--- src/rtl/input_conditioner.sv ---
// Synchronizes and debounces raw switch/button levels, producing clean levels plus edge pulses.
// Optional macro BTN_RELEASE_EN adds a btn_release pulse output for debounced button releases.
module input_conditioner #(
    parameter int N_SW            = 4,
    parameter int N_BTN           = 4,
    parameter int SYNC_STAGES     = 2,
    parameter int DEBOUNCE_CYCLES = 4
) (
    input  logic             clk,
    input  logic             rst_n,
    input  logic [N_SW-1:0]  sw_raw,
    input  logic [N_BTN-1:0] btn_raw,
    output logic [N_SW-1:0]  switches,
    output logic [N_BTN-1:0] buttons,
    output logic [N_BTN-1:0] btn_press,
`ifdef BTN_RELEASE_EN
    output logic [N_BTN-1:0] btn_release,
`endif
    output logic             sw_changed
);

    localparam int N  = N_SW + N_BTN;
    localparam int CW = $clog2(DEBOUNCE_CYCLES + 1);
    localparam logic [CW-1:0] CNT_LAST = CW'(DEBOUNCE_CYCLES - 1);

    logic [N-1:0]  raw_in;
    logic [N-1:0]  sync_p [SYNC_STAGES];
    logic [N-1:0]  sync_s;
    logic [N-1:0]  stable_q;
    logic [CW-1:0] cnt [N];
    logic [N-1:0]  accept;

    // Switches occupy the low bits, buttons the high bits of one shared vector.
    assign raw_in = {btn_raw, sw_raw};
    assign sync_s = sync_p[SYNC_STAGES-1];

    // Stage: plain flop chain, nothing between stages
    always_ff @(posedge clk or negedge rst_n) begin
        if (!rst_n) begin
            for (int i = 0; i < SYNC_STAGES; i++) begin
                sync_p[i] <= '0;
            end
        end else begin
            sync_p[0] <= raw_in;
            for (int i = 1; i < SYNC_STAGES; i++) begin
                sync_p[i] <= sync_p[i-1];
            end
        end
    end

    always_comb begin
        accept = '0;
        for (int b = 0; b < N; b++) begin
            accept[b] = (sync_s[b] != stable_q[b]) && (cnt[b] == CNT_LAST);
        end
    end

    // Stage: per-bit debounce counter; any agreement restarts the count
    always_ff @(posedge clk or negedge rst_n) begin
        if (!rst_n) begin
            stable_q <= '0;
            for (int b = 0; b < N; b++) begin
                cnt[b] <= '0;
            end
        end else begin
            for (int b = 0; b < N; b++) begin
                if (sync_s[b] == stable_q[b]) begin
                    cnt[b] <= '0;
                end else if (accept[b]) begin
                    cnt[b]      <= '0;
                    stable_q[b] <= sync_s[b];
                end else begin
                    cnt[b] <= cnt[b] + CW'(1);
                end
            end
        end
    end

    assign switches = stable_q[N_SW-1:0];
    assign buttons  = stable_q[N-1:N_SW];

    // Stage: pulses are registered on the same edge as the level update so they coincide
    always_ff @(posedge clk or negedge rst_n) begin
        if (!rst_n) begin
            btn_press  <= '0;
            sw_changed <= 1'b0;
        end else begin
            btn_press  <= accept[N-1:N_SW] & sync_s[N-1:N_SW];
            sw_changed <= |accept[N_SW-1:0];
        end
    end

`ifdef BTN_RELEASE_EN
    always_ff @(posedge clk or negedge rst_n) begin
        if (!rst_n) begin
            btn_release <= '0;
        end else begin
            btn_release <= accept[N-1:N_SW] & ~sync_s[N-1:N_SW];
        end
    end
`endif

endmodule
--- config.mk ---
export PLATFORM = sky130hd
export DESIGN_NAME = input_conditioner
export DESIGN_NICKNAME = d
export VERILOG_FILES = /design/src/rtl/input_conditioner.sv
export SDC_FILE = /design/constraint.sdc
export NUM_CORES = 1
export LEC_CHECK = 0
export ABC_CLOCK_PERIOD_IN_PS = 3500
export CORE_AREA = 2 2 62 64
export DETAILED_ROUTE_END_ITERATION = 10
export DIE_AREA = 0 0 64 66
export PLACE_DENSITY_LB_ADDON = 0.15
export SYNTH_ARGS = -nofsm -noshare
export SYNTH_HDL_FRONTEND = slang
export SYNTH_SLANG_ARGS = --single-unit
export TNS_END_PERCENT = 5
--- constraint.sdc ---
create_clock -name clk -period 3.5 [get_ports clk]
set_input_delay 0.875 -clock clk [delete_from_list [all_inputs] [get_ports clk]]
set_output_delay 0.875 -clock clk [all_outputs]
set_load 0.1 [all_outputs]
# Word level (Yosys, flattened, before mapping)
# Cells that the tools add are included.
word_totals:
  reg_bits: 53
  latchBits: 0
  ramBits: 0
  mem_bits_ro: 0
  input_bits: 10
  out_inout_bits: 13
  elab_cells: 94
  memories: 0
op_classes:
  n_addsub: 8
  multipliers: 0
  div_mod_pow: 0
  order_cmp: 0
  n_eq_ne: 24
  shift: 0
  mux: 16
  bitwise: 9
  reduce_logical: 17
ops:
  columns: ["op", "count"]
  rows:
  - ["$mux 3", 16]
  - ["$add 3x1->3 const B", 8]
  - ["$eq 3x2->1 const B", 8]
  - ["$reduce_and 2->1", 8]
  - ["$eq 1x1->1", 8]
  - ["$logic_and 1x1->1", 8]
  - ["$ne 1x1->1", 8]
  - ["$not 1->1", 8]
  - ["$and 4x4->4", 1]
  - ["$reduce_or 4->1", 1]

# Depth between registers and ports, before layout
logic_depth:
  ltp_word: 4
  mapped_depth: 4
  ltp_nobuf: 4

# Least setup slack after synthesis
# OpenSTA, ideal clock, no wires.
synth_path:
  path_kind: "register to register"
  startpoint: "register stable_q[1]"
  endpoint: "register sw_changed"
  setup_time_ps: 139
  arrival_time_ps: 1724
  required_time_ps: 3361
  slack_ps: 1637
  stages_incl_launch_ff: 4
  path_buffers: 0
  period_less_slack_ps: 1863
  cell_sequence: "dfrtp_1 -> xnor2_2 -> nor2b_1 -> or4_1"
synth_between:
  elab_chain_len: 3
synth_lines:
  columns: ["item", "line", "text"]
  rows:
  - ["start, declared", "29", "logic [N-1:0] stable_q;"]
  - ["start signal, assigned by index", "71", "stable_q[b] <= sync_s[b];"]
  - ["$ne 1x1->1", "54", "accept[b] = (sync_s[b] != stable_q[b]) && (cnt[b] == CNT_LAST);"]
  - ["$logic_and 1x1->1", "54", null]
  - ["$reduce_or 4->1", "89", "sw_changed <= |accept[N_SW-1:0];"]
  - ["end signal, assigned", "89", null]
  - ["end, declared", "19", "output logic sw_changed"]
# No other way between the ends.
# A chain may end at the register's enable or synchronous reset.

# Final worst setup path
layout_path:
  startpoint: "register stable_q[1]"
  endpoint: "output port switches[1]"
layout_lines:
  columns: ["item", "line", "text"]
  rows:
  - ["end, declared", "13", "output logic [N_SW-1:0] switches,"]
# No word-level cell between the ends.

==> results.md <==
* DRT antenna net count at 0
* Crit path cell chain: buf_4
* Nets at 165
* Crit path max fanout at 3
* Final Slew Violations at 0
* Root Driver: clkbuf_4
* Top_reg_cell synth: dfrtp_1
* CP delay by family, top: flip-flops
* Fillers at 282
* Placed cells at 188
* Worst EP required at 2.62 ns
* Outcome: completed
* CTS resizes at 0
* DRT Pass-1 Iters at 3
* Slew margin rel. at 26.7%
* Core Region at 0.00355 mm^2
* Dpl hpwl at 1.78 mm
* Register Area at 0.00133 mm^2
* Hold crit path type: reg2reg
* Sequential area share after synthesis at 70.4%
* Crit-path max cell delay at 0.44 ns
* CTS tree: built
* WHS at 0.365 ns
* Commonest cells in the netlist: dfrtp_1, nor2b_1, nor3b_1
* Remaining routing DRC violations at 0
* I/O pin cnt at 23
* Mapped cell area at 0.00188 mm^2
* Critical Path Sink Type: primary output
* Synth unique cells at 10
* Fmax at 498 MHz
* Minimum clock period at 2.01 ns
* Die area at 0.00422 mm^2
* Cells after synthesis at 118
* Layout overhead on the synthesized area at 15.8%
* Top-count cell post-synth: dfrtp_1
* First-pass GRT wire length at 4.61 mm
* WL per Instance at 12.5 um
* Fin util at 61.5%
* Layout Skew at 0.0148 ns
* Via-to-Cell Ratio at 4.86
* # diodes at 0
* CP Buf/Inv Count at 1
* RSZ-0062 raised after global routing: false
* Post-synth EDFFs at 0
* CP Launch Type: register
* Total nets after synthesis at 136
* Largest net degree at the start of global routing at 54
* Worst Path Arrival at 1.13 ns
* Cts bufs inserted at 5
* Setup violation total in the final timing report at 0
* Average cell area after synthesis at 16.0 um^2
* Hold-fix buffers, CTS at 0
* Period Utilization, post-route at 57.3%
* Pwr/cell area at 870 mW/mm^2
* Fin cells at 196
* Setup WS post-layout at 1.49 ns
* Met1 wire length at 958 um
* FFs w/ async S/R, synth at 100%
* GR Overflow Total at 0
* # clock sinks at 53
* Crit-path slowest cell: dfrtp_1
* Dominant cells by area after synthesis: dfrtp_1, nor3b_1, ha_1
* # rows at 22
* Worst-margin pin slew at 1.10 ns
* GPL Wtd Cong at 0.673
* Leading area contributor after synthesis: dfrtp_1
* Die H at 66 um
* Number of global-route vias before repair at 1105
* Setup Buffers After CTS at 0
* Starting Density at 53.1%
* MaxCap Viol Count at 0
* Sum Neg Setup Slack at 0 ns
* Fraction of layout cells with a size suffix above 1 at 16.9%
* Max layer used: met4
* Top cell type's share of synthesized area at 70.4%
* Clk buf depth at 2
* Met3 routed WL at 93 um
* Endpoints failing hold at 0
* Leak pwr at 1.06 nW
* Initial antenna violation count at 0
* WL met2 at 1.34 mm
* Placement Setup Slack at 1.60 ns
* Synth Warn # at 0
* Total number of vias at 952
* H-tree depth at 2
* Worst VDD drop at 0.444 mV
* Reg clk slew, reported paths at 0.15 ns
* CP Class: reg2out
* Multi-input gate area at 558 um^2
* First DRT Iteration DRCs at 29
* Die W at 64 um
* DRT Wirelength at 2.45 mm
* #FFs+latches synth at 53
* IO buf count at 22
* GRT Util Overall at 14.9%
* Clk Latency, worst-skew pair at 0.37 ns
## per-layer routing
metal,up-vias,track usage [%]
met5,-,0
met4,0,7.34
met2,17,28.1
li1,458,-
met1,472,14.1
met3,5,5.28
## where the power goes
part,switching [mW],internal (mW),total (mW),leakage [nW]
sequential,0.0916,0.749,0.841,0.670
combinational,0.567,0.239,0.805,0.355
clock,0.177,0.0760,0.253,0.0310
total,0.836,1.06,1.90,1.06
## cell families (layout without fill, tap and decap cells)
group,Yosys count,count (layout),share of synthesized area (%)
XOR/XNOR,8,8,4.91
adder cells (fa/ha/maj),8,8,5.31
multiplexers,8,8,4.78
AND/OR/NAND/NOR,41,41,14.6
buffers and inverters,0,30,0
flip-flops,53,53,70.4
## final cells by class
class,count,area share [%]
Sequential cell,53,60.8
Tap cell,48,2.75
Clock buffer,5,1.72
Multi-Input combinational cell,65,25.6
Clock inverter,3,0.803
Timing Repair Buffer,22,8.37
## worst reg2reg max path, stage by stage (launching register included)
cell and delay, ns:
dfrtp_1 0.41, ha_1 0.21, nor2b_1 0.17, nor2b_1 0.15, or4_1 0.52
## path summary, 6_finish.rpt
| kind | start | end | slack, ns | cells past startpoint |
|---|---|---|---|---|
| worst max-delay path | stable_q[1] | switches[1] | 1.49 | 1 |
| worst min-delay path | sync_p[11] | sync_s[3] | 0.37 | 0 |
| worst max register to register | cnt[18] | sw_changed | 1.93 | 4 |
| worst min register to register | sync_p[11] | sync_s[3] | 0.37 | 0 |
| max in group asynchronous | rst_n | cnt[4] | 2.13 | 1 |
| min in group asynchronous | rst_n | cnt[17] | 0.70 | 1 |
## cells in the final DEF, fill, tap and decap left out, drive strengths merged
master	n
nor3b	14
clkinvlp	1
clkinv	2
nor3	8
ha	8
or4	1
xnor2	8
clkbuf	5
and3b	4
mux2	8
dfrtp	53
nor2b	14
clkdlybuf4s50	8
buf	14
## stage by stage
| stage | total power, mW | instance area, um^2 |
|---|---|---|
| 2_1_floorplan | 1.49 | 1880 |
| 3_3_place_gp | 1.64 | 2130 |
| 3_5_place_dp | 1.67 | 2130 |
| 4_1_cts | 1.94 | 2180 |
| 5_1_grt | 2.03 | 2180 |
| 6_report | 1.90 | 2180 |
## flip-flops by register name, summed over array words and instances, names as in the netlist
register    count
sync_s          8
btn_press       4
sync_p          8
stable_q        8
cnt            24
sw_changed      1
Power figures use the tool's default switching activity.
